**config.mk**
```make
export PLATFORM = sky130hd
export DESIGN_NAME = uart_rx_bram_loader
export DESIGN_NICKNAME = d
export VERILOG_FILES = /design/src/rtl/uart_pkg.sv /design/src/rtl/uart_rx_sync.sv /design/src/rtl/uart_rx_bram_loader.sv
export SDC_FILE = /design/constraint.sdc
export NUM_CORES = 1
export LEC_CHECK = 0
export BUFFER_PORTS_ARGS = -buffer_cell sky130_fd_sc_hd__buf_2
export CAP_MARGIN = 20
export CELL_PAD_IN_SITES_DETAIL_PLACEMENT = 1
export CELL_PAD_IN_SITES_GLOBAL_PLACEMENT = 2
export CORE_UTILIZATION = 39
export CTS_CLUSTER_SIZE = 40
export DETAILED_ROUTE_END_ITERATION = 7
export GPL_ROUTABILITY_DRIVEN = 0
export PLACE_DENSITY_LB_ADDON = 0.1
export SLEW_MARGIN = 30
export SYNTH_ARGS = -nofsm -noshare
export SYNTH_HDL_FRONTEND = slang
export SYNTH_SLANG_ARGS = --single-unit
```
**constraint.sdc**
```tcl
create_clock -name clk -period 5.11 [get_ports clk]
set_clock_uncertainty 0.05 [all_clocks]
set_input_delay 0.7665 -clock clk [delete_from_list [all_inputs] [get_ports clk]]
set_output_delay 0.7665 -clock clk [all_outputs]
set_load 0.01 [all_outputs]
```
**src/rtl/uart_pkg.sv**
```systemverilog
// Shared types and constants for the UART receive / BRAM image loader.
package uart_pkg;

  typedef enum logic [2:0] {
    StIdle,
    StHunt,
    StStart,
    StData,
    StStop,
    StWrite,
    StDone
  } state_e;

  localparam int unsigned DivisionsDefault = 16;
  localparam int unsigned TickW            = $clog2(DivisionsDefault);
  localparam int unsigned DataW            = 8;

endpackage

```
**src/rtl/uart_rx_sync.sv**
```systemverilog
// Two-flop synchronizer for the serial line plus a falling-edge detector on the
// synchronized value. Resets to the idle (high) level so reset never fakes an edge.
module uart_rx_sync (
  input  logic clk,
  input  logic rst,
  input  logic rx,
  output logic rx_s,
  output logic fall
);

  logic meta_q;
  logic sync_q;
  logic prev_q;

  always_ff @(posedge clk or posedge rst) begin
    if (rst) begin
      meta_q <= 1'b1;
      sync_q <= 1'b1;
      prev_q <= 1'b1;
    end else begin
      meta_q <= rx;
      sync_q <= meta_q;
      prev_q <= sync_q;
    end
  end

  assign rx_s = sync_q;
  assign fall = prev_q & ~sync_q;

endmodule

```
**src/rtl/uart_rx_bram_loader.sv**
```systemverilog
// Receives 8N1 bytes timed by an external oversampling tick and writes each good
// byte to consecutive BRAM addresses until the programmed image size is reached.
module uart_rx_bram_loader
  import uart_pkg::*;
#(
  parameter int unsigned DIVISIONS = DivisionsDefault,
  parameter int unsigned ADDR_W    = 16,
  parameter int unsigned IMG_BYTES = 4096
) (
  input  logic              clk,
  input  logic              rst,
  input  logic              en_baud,
  input  logic              rx,
  input  logic              start,
  output logic              bram_we,
  output logic [ADDR_W-1:0] bram_addr,
  output logic [DataW-1:0]  bram_din,
  output logic              busy,
  output logic              done,
  output logic              frame_err
);

  localparam int unsigned CntW = $clog2(DIVISIONS);
  localparam int unsigned IdxW = $clog2(DataW);

  localparam logic [CntW-1:0]   HalfLast = CntW'(DIVISIONS / 2 - 1);
  localparam logic [CntW-1:0]   FullLast = CntW'(DIVISIONS - 1);
  localparam logic [IdxW-1:0]   IdxLast  = IdxW'(DataW - 1);
  localparam logic [ADDR_W-1:0] LastAddr = ADDR_W'(IMG_BYTES - 1);

  logic rx_s;
  logic fall;

  uart_rx_sync u_sync (
    .clk  (clk),
    .rst  (rst),
    .rx   (rx),
    .rx_s (rx_s),
    .fall (fall)
  );

  state_e          state_q;
  logic [CntW-1:0] tick_q;
  logic [IdxW-1:0] bit_idx_q;
  logic [DataW-1:0] shift_q;
  logic            fall_pend_q;

  always_ff @(posedge clk or posedge rst) begin
    if (rst) begin
      state_q     <= StIdle;
      tick_q      <= '0;
      bit_idx_q   <= '0;
      shift_q     <= '0;
      fall_pend_q <= 1'b0;
      bram_we     <= 1'b0;
      bram_addr   <= '0;
      bram_din    <= '0;
      busy        <= 1'b0;
      done        <= 1'b0;
      frame_err   <= 1'b0;
    end else begin
      bram_we <= 1'b0;
      unique case (state_q)
        StIdle, StDone: begin
          if (start) begin
            state_q     <= StHunt;
            bram_addr   <= '0;
            frame_err   <= 1'b0;
            busy        <= 1'b1;
            done        <= 1'b0;
            fall_pend_q <= 1'b0;
          end
        end
        StHunt: begin
          if (fall || fall_pend_q) begin
            state_q     <= StStart;
            tick_q      <= '0;
            fall_pend_q <= 1'b0;
          end
        end
        StStart: begin
          if (en_baud) begin
            if (tick_q == HalfLast) begin
              tick_q <= '0;
              if (!rx_s) begin
                state_q   <= StData;
                bit_idx_q <= '0;
              end else begin
                state_q <= StHunt;
              end
            end else begin
              tick_q <= tick_q + CntW'(1);
            end
          end
        end
        StData: begin
          if (en_baud) begin
            if (tick_q == FullLast) begin
              tick_q             <= '0;
              shift_q[bit_idx_q] <= rx_s;
              if (bit_idx_q == IdxLast) begin
                state_q <= StStop;
              end else begin
                bit_idx_q <= bit_idx_q + IdxW'(1);
              end
            end else begin
              tick_q <= tick_q + CntW'(1);
            end
          end
        end
        StStop: begin
          if (en_baud) begin
            if (tick_q == FullLast) begin
              tick_q <= '0;
              if (rx_s) begin
                state_q  <= StWrite;
                bram_we  <= 1'b1;
                bram_din <= shift_q;
              end else begin
                frame_err <= 1'b1;
                state_q   <= StHunt;
              end
            end else begin
              tick_q <= tick_q + CntW'(1);
            end
          end
        end
        StWrite: begin
          // Remember an edge seen here so HUNT can still start on it next cycle.
          fall_pend_q <= fall;
          if (bram_addr == LastAddr) begin
            state_q <= StDone;
            busy    <= 1'b0;
            done    <= 1'b1;
          end else begin
            bram_addr <= bram_addr + ADDR_W'(1);
            state_q   <= StHunt;
          end
        end
        default: state_q <= StIdle;
      endcase
    end
  end

endmodule

```
======== Word level (Yosys, flattened, before mapping) ========
Index checks and enable logic that the tools add are counted.
operators by class
  $add $sub $neg .......................... 3
  $lt $le $gt $ge ......................... 2
  equal/unequal tests ..................... 25
  mux-type cells .......................... 48
  bitwise gates (word level) .............. 2
  reduce and logical (&&, ||, !) cells .... 19
operators with widths
  kind                     count
  $mux W3                  17
  $mux W16                 2
  $pmux W16 S2             1
  $ne A2 B2 Y1 const B     14
  $mux W4                  5
  $pmux W3 S6              1
  $add A16 B1 Y16 const B  1
  $eq A16 B12 Y1 const B   1
  $mux W1                  13
  $eq A3 B3 Y1 const B     4
  $pmux W4 S3              1
  $reduce_and A3 Y1        4
  $reduce_and A9 Y1        1
  $bwmux W8                1
  $reduce_and A4 Y1        2
  $reduce_and A7 Y1        1
  $eq A3 B2 Y1 const B     2
  $pmux W1 S2              3
  $pmux W3 S2              1
  $reduce_bool A2 Y1       3
  $reduce_bool A3 Y1       2
  $reduce_and A5 Y1        1
  $add A4 B1 Y4 const B    1
  $eq A4 B3 Y1 const B     1
  15 further kinds         16
word-level totals
  bits in registers ....................... 50
  input bits .............................. 5
  output and inout bits ................... 28
  logic and storage cells ................. 113

======== Longest topological paths before layout ========
Gate-level depths: netlist of the first run.
  word-level depth ........................ 5
  gate-level depth with buffers ........... 7
  gate-level depth less buffers ........... 7

======== By module ========
From an unflattened synthesis of the first run, not the netlist that was laid out.
second synthesis, totals
  cell total of the unflattened synthesis .. 256
  area total of the unflattened synthesis .. 2568.7 µm²
by module, submodules not included
  module               times used  cells an instance  area each (µm²)  sequential area each (µm²)
  uart_rx_bram_loader  1           251                2472.4           1176.1
  uart_rx_sync         1           5                  96.3             78.8

======== Worst setup path before layout of the first run ========
No wires, ideal clock.
  kind .................................... input to register
  from .................................... input port start
  to ...................................... register bram_addr[13]
  library setup time ...................... 0.119 ns
  data arrival time ....................... 1.975 ns
  data required time ...................... 4.941 ns
  path slack .............................. 2.966 ns
  cell stages on the path ................. 5
  path buffers ............................ 0
  cell sequence ........................... or4b_4 a311oi_1 nand2_1 xnor2_1 and2_1
on the way
  longest elaborated chain between the ends .. 2
RTL lines
  item                                RTL line                    text
  from (decl)                         uart_rx_bram_loader.sv:14   input logic start,
  $ne A2 B2 Y1 (no source line)       -
  $reduce_and A3 Y1 (no source line)  -
  to (signal assigned)                uart_rx_bram_loader.sv:136  bram_addr <= bram_addr + ADDR_W'(1);
  to (decl)                           uart_rx_bram_loader.sv:16   output logic [ADDR_W-1:0] bram_addr,
Every way passes these cells.
A chain may end at the register's enable or synchronous reset.

======== Worst setup path after layout of the first run ========
  from .................................... register state_q[1]
  to ...................................... register shift_q[2]
on the way
  longest elaborated chain between the ends .. 2
RTL lines
  item                                RTL line                    text
  from (decl)                         uart_rx_bram_loader.sv:42   state_e state_q;
  from (signal assigned)              uart_rx_bram_loader.sv:50   state_q <= StIdle;
  from (signal assigned)              uart_rx_bram_loader.sv:66   state_q <= StHunt;
  from (signal assigned)              uart_rx_bram_loader.sv:76   state_q <= StStart;
  $eq A3 B2 Y1                        uart_rx_bram_loader.sv:63   unique case (state_q)
  $reduce_and A3 Y1 (no source line)  -
  to (signal, indexed assignment)     uart_rx_bram_loader.sv:100  shift_q[bit_idx_q] <= rx_s;
  to (decl)                           uart_rx_bram_loader.sv:45   logic [DataW-1:0] shift_q;
Every way passes these cells.

==> impl_metrics.json, run 1 <==
{
  "status": "complete, no violations",
  "ys_seq_area_share_pct": 48.2,
  "wl_met2_mm": 2.96,
  "wl_met1_mm": 2.63,
  "grt_pass1_wl_mm": 9.92,
  "cp-startpoint": "state_q[1]",
  "slew_headroom_pct": 53.6,
  "nets": 297,
  "yosys_warnings": 0,
  "wl_per_cell_microns": 16.0,
  "drt-initial-drc-count": 27,
  "layout_commonest_cell": "dfrtp_1",
  "area_growth_syn_to_layout_pct": 11.6,
  "worstHoldStart": "u_sync.meta_q",
  "top_layer_used": "met4",
  "core_area_sq_um": 6390,
  "die_width_microns": 83.7,
  "dieArea_sq_um": 7000,
  "crit_required_ns": 5.26,
  "dr_total_vias": 2023,
  "clockPowerShare_pct": 26.2,
  "worst-setup-path-type": "reg2reg",
  "fmax_mhz": 383,
  "cts-root-buf": "clkbuf_8",
  "cts_tree": "yes",
  "dr_wl_met3_microns": 145,
  "post-route-min-period_ns": 2.61,
  "place_ws_ns": 2.51,
  "synth_flop_cell": "dfrtp_1",
  "fillers": 765,
  "hpwl_mm": 4.08,
  "powerDensity_nw_per_um2": 366,
  "overflow": 0,
  "endpoint_kind": "register",
  "setup_viol": 0,
  "ir_worst_vdd_mv": 0.155,
  "clockBufferDepth": 2,
  "grt_usage_pct": 17.8,
  "mostFrequentLayoutCells": "47 x dfrtp_1, 32 x buf_2, 23 x nand2_1",
  "p_sw_uw": 371,
  "antenna_left": 0,
  "clkSinkCount": 50,
  "viasPerCell": 5.54,
  "synthesis.nets": 270,
  "layout_setup_ws_ns": 2.50,
  "synthArstFlopShare_pct": 100,
  "firstDrtPassIters": 4,
  "p_leak_nw": 1.38,
  "antenna_found_initial": 0,
  "power_frac_comb_pct": 26.0,
  "min_path_type": "reg2reg",
  "pwr-share-seq_pct": 47.8,
  "io_pins": 33,
  "holdBufCountCts": 0,
  "post-route-period-util_pct": 51.1,
  "yosysUniqueCellTypes": 51,
  "synth_area_sq_um": 2600,
  "internal-power_uw": 692,
  "grt_setup_unrepaired": "false",
  "port_buffers": 32,
  "numCtsBuffers": 5,
  "fin_tns_setup_ns": 0,
  "drc": 0,
  "rr_startpoint": "state_q[1]",
  "htreeDepth": 2,
  "synth-edff-count": 0,
  "clk_pin_slew_ns": 0.09,
  "tightest_slew_ns": 0.697,
  "avgSynthCellArea_sq_um": 9.97,
  "wl_mm": 5.82,
  "fp.dieH_microns": 83.7,
  "arrival_ns": 2.76,
  "clk_latency_ns": 0.31,
  "cts_resized": 0,
  "diodes": 0,
  "crit_fanout": 18,
  "synth_cells": 261,
  "hold_viol": 0,
  "rows": 29,
  "drive_gt1_share_pct": 25.0,
  "grt_max_degree": 51,
  "synth_seq_cells": 50,
  "start_util_pct": 40.7,
  "final-max-slew-violation-count": 0,
  "grt_pass1_vias": 2044,
  "swShare_pct": 34.9,
  "post_cts_buffers": 0,
  "cap_violations": 0,
  "start_kind": "register"
}
-- through the flow --
step           utilization, %  total power [mW]  instances  instance area, sq um  hold slack (ns)
2_1_floorplan               -             0.735        261                  2600            0.295
4_1_cts                  45.5              1.08        365                  2900            0.312
3_3_place_gp             43.8             0.785        358                  2790            0.301
5_1_grt                  45.5              1.13        365                  2900            0.317
6_report                 45.5              1.06        365                  2900            0.310
3_5_place_dp             43.8             0.795        358                  2800            0.298
-- worst max-delay path: stages, from the launching register on --
cell and delay (ns):
dfrtp_1 0.65, nor2b_1 0.54, nand2_1 0.22, or3_1 0.43, nor3b_1 0.26, mux2_2 0.37
-- synth_stat cells, types with 3 or more instances --
library cell,instances,area [sq um]
o31ai_1,3,22.5
clkbuf_1,7,26.3
and3_1,4,25.0
nand4_1,5,31.3
o21ai_0,17,85.1
nand2b_1,4,25.0
nor2_1,14,52.6
ha_1,4,50.1
xor2_1,3,26.3
nand3b_1,4,30.0
dfstp_2,3,78.8
nor2b_1,5,31.3
buf_2,3,15.0
nand3_1,15,75.1
a21oi_1,14,70.1
or3_1,6,37.5
mux2_2,17,191
dfrtp_1,47,1180
inv_1,9,33.8
nor3b_1,4,30.0
nor3_1,9,45.0
nand2_1,23,86.3
a21o_1,4,30.0
-- registers in the layout (all words and copies together) (netlist names), 3 cells and up --
name / cells
bit_idx_q: 3
bram_addr: 16
bram_din: 8
shift_q: 8
state_q: 3
tick_q: 4
-- power by group through the flow --
stage          Sequential [mW]  Clock (mW)  Combinational (mW)
2_1_floorplan            0.472           0               0.263
3_3_place_gp             0.513           0               0.272
3_5_place_dp             0.515           0               0.280
4_1_cts                  0.508       0.290               0.283
5_1_grt                  0.519       0.303               0.310
6_report                 0.508       0.279               0.276
-- layer usage --
metal | GRT usage, % | up-vias
li1 | - | 993
met1 | 21.9 | 1001
met2 | 31.1 | 22
met3 | 3.66 | 7
met4 | 5.55 | 0
met5 | 0 | -
-- cell families after synthesis --
logic type	synth area share (%)
compound gates	12.7
xor+xnor	1.68
fa+ha+maj	1.92
buf+inv	3.75
flops	48.2
mux	8.13
simple gates	23.6
-- cell type report --
class	count	area, sq um	area share, %
inverters	9	36.3	1.25
clock inverters	2	38.8	1.34
flip-flops and latches	50	1250	43.2
multi-input cells	190	1250	43.0
well taps	77	96.3	3.32
repair buffers	32	160	5.51
clock buffers	5	68.8	2.37
-- final timing paths --
path,end,slack (ns),depth (start not counted)
min in group asynchronous,done,0.48,2
setup / recovery,shift_q[2],2.50,5
setup reg to reg,shift_q[2],2.50,5
hold reg to reg,u_sync.rx_s,0.31,0
hold / removal,u_sync.rx_s,0.31,0
max in group asynchronous,state_q[1],4.10,2
Note: power is estimated with default switching activity, not from simulation.
==> run 2, diff against run 1 <==
--- a/config.mk
+++ b/config.mk
@@ -9,7 +9,7 @@
 export CAP_MARGIN = 20
 export CELL_PAD_IN_SITES_DETAIL_PLACEMENT = 1
 export CELL_PAD_IN_SITES_GLOBAL_PLACEMENT = 2
-export CORE_UTILIZATION = 39
+export CORE_UTILIZATION = 33
 export CTS_CLUSTER_SIZE = 40
 export DETAILED_ROUTE_END_ITERATION = 7
 export GPL_ROUTABILITY_DRIVEN = 0
==> constraint.sdc (replaced) <==
create_clock -name clk -period 2.3 [get_ports clk]
set_clock_uncertainty 0.05 [all_clocks]
set_input_delay 0.345 -clock clk [delete_from_list [all_inputs] [get_ports clk]]
set_output_delay 0.345 -clock clk [all_outputs]
set_load 0.01 [all_outputs]
==> impl_metrics.json, run 2 (synthesis gave the netlist of run 1 again) <==
{
  "setup_viol": 0,
  "powerDensity_nw_per_um2": 804,
  "grt_pass1_wl_mm": 10.4,
  "layout_commonest_cell": "dfrtp_1",
  "fp.dieH_microns": 90.8,
  "antenna_found_initial": 0,
  "clk_latency_ns": 0.31,
  "grt_usage_pct": 16.0,
  "r2r_slack_ns": 0.21,
  "dieArea_sq_um": 8240,
  "dr_wl_met3_microns": 121,
  "top_layer_used": "met4",
  "grt_pass1_vias": 2139,
  "viasPerCell": 5.09,
  "multi_input_area_sq_um": 1250,
  "wl_mm": 6.04,
  "clockBufferDepth": 2,
  "htreeDepth": 2,
  "top_regs": "bram_addr: 16 flops, bram_din: 8 flops, shift_q: 8 flops",
  "drc": 0,
  "fillers": 913,
  "dr_total_vias": 2061,
  "whs_ns": 0.0558,
  "cts_tree": "yes",
  "hpwl_mm": 4.46,
  "worstRegToRegCells": 5,
  "start_util_pct": 33.8,
  "diodes": 0,
  "wl_per_cell_microns": 14.9,
  "mostFrequentLayoutCells": "47 x dfrtp_1, 32 x buf_2, 23 x nand2_1",
  "final-max-slew-violation-count": 0,
  "area_growth_syn_to_layout_pct": 17.1,
  "antenna_left": 0,
  "cap_violations": 0,
  "post_cts_buffers": 0,
  "top_register": "bram_addr",
  "clkSinkCount": 50,
  "wl_met1_mm": 2.76,
  "largest_reg_flops": 16,
  "ir_worst_vdd_mv": 0.313,
  "critPathMaxStageDelay_ns": 0.55,
  "post-route-min-period_ns": 2.09,
  "crit_fanout": 15,
  "slew_headroom_pct": 57.5,
  "crit_slowest_cell": "or4_4",
  "numCtsBuffers": 5,
  "fin_tns_setup_ns": 0,
  "p_leak_nw": 1.45,
  "firstDrtPassIters": 4,
  "wl_met2_mm": 3.09,
  "rows": 32,
  "grt_max_degree": 32,
  "worst-setup-path-type": "reg2reg",
  "endpoint_kind": "register",
  "crit_required_ns": 2.49,
  "arrival_ns": 2.28,
  "hold_viol": 0,
  "rr_startpoint": "bram_addr[15]",
  "post-route-period-util_pct": 90.9,
  "drt-initial-drc-count": 67,
  "reg2reg_to": "bram_addr[4]",
  "core_area_sq_um": 7690,
  "min_path_type": "in2async",
  "grt_setup_unrepaired": "false",
  "seqCellArea_sq_um": 1250,
  "nets": 312,
  "tightest_slew_ns": 0.637,
  "cts_resized": 0,
  "overflow": 0,
  "drive_gt1_share_pct": 28.7,
  "start_kind": "register",
  "die_width_microns": 90.8,
  "cts-root-buf": "clkbuf_8",
  "clk_pin_slew_ns": 0.10,
  "holdBufCountCts": 0,
  "fmax_mhz": 478,
  "io_pins": 33,
  "status": "complete, no violations",
  "crit_chain": "or4_4 > or3_4 > o21ai_4 > o21ai_0 > a21oi_1",
  "port_buffers": 32
}
-- run 2: changes by cell type in the layout (fill, tap and decap cells not counted), sizes merged --
cell	delta
buf	+15
-- run 2: layout make-up --
cell class                 instances  share of cell area, %
sequential                        50                   41.2
multi-input combinational        190                   41.0
timing repair buffer              47                   8.96
tap                              102                   4.19
clock buffer                       5                   2.26
clock inverter                     2                   1.27
inverter                           9                   1.11
-- run 2: worst max-delay path by stage --
stage | cells after the start | to | startpoint | slack (ns)
3_5_place_dp | 5 | bram_addr[6] | bram_addr[15] | 0.21
6_report | 5 | bram_addr[4] | bram_addr[15] | 0.21
2_1_floorplan | 6 | bram_addr[6] | bram_addr[15] | 0.29
5_1_grt | 5 | bram_addr[5] | bram_addr[12] | 0.06
3_3_place_gp | 6 | bram_addr[14] | start | 0.23
4_1_cts | 5 | bram_addr[4] | bram_addr[15] | 0.19
-- run 2: stage by stage --
stage	util (%)	power [mW]	cell area, sq um	setup slack, ns	cells
floorplan	-	1.63	2600	0.287	261
global placement	38.2	1.85	2940	0.234	398
CTS	39.6	2.50	3050	0.187	405
global route	39.6	2.63	3050	0.0627	405
detailed placement	38.2	1.85	2940	0.207	398
finish	39.6	2.45	3050	0.209	405
-- run 2: power by group --
part           switching, mW  internal [mW]
combinational          0.480          0.321
sequential            0.0624          0.962
clock                  0.303          0.320
total                  0.846           1.60
-- run 2: per-layer routing --
layer	vias up	global-route usage [%]
met5	-	0
li1	1020	-
met2	19	28.7
met1	1017	19.6
met3	5	2.61
met4	0	4.76
-- run 2: worst max-delay path: cells and delay by family, from the launching register on --
family           cells  cell delay [ns]
flip-flops           1             0.41
AND/OR/NAND/NOR      2             0.94
AO/OA/AOI/OAI        3             0.63
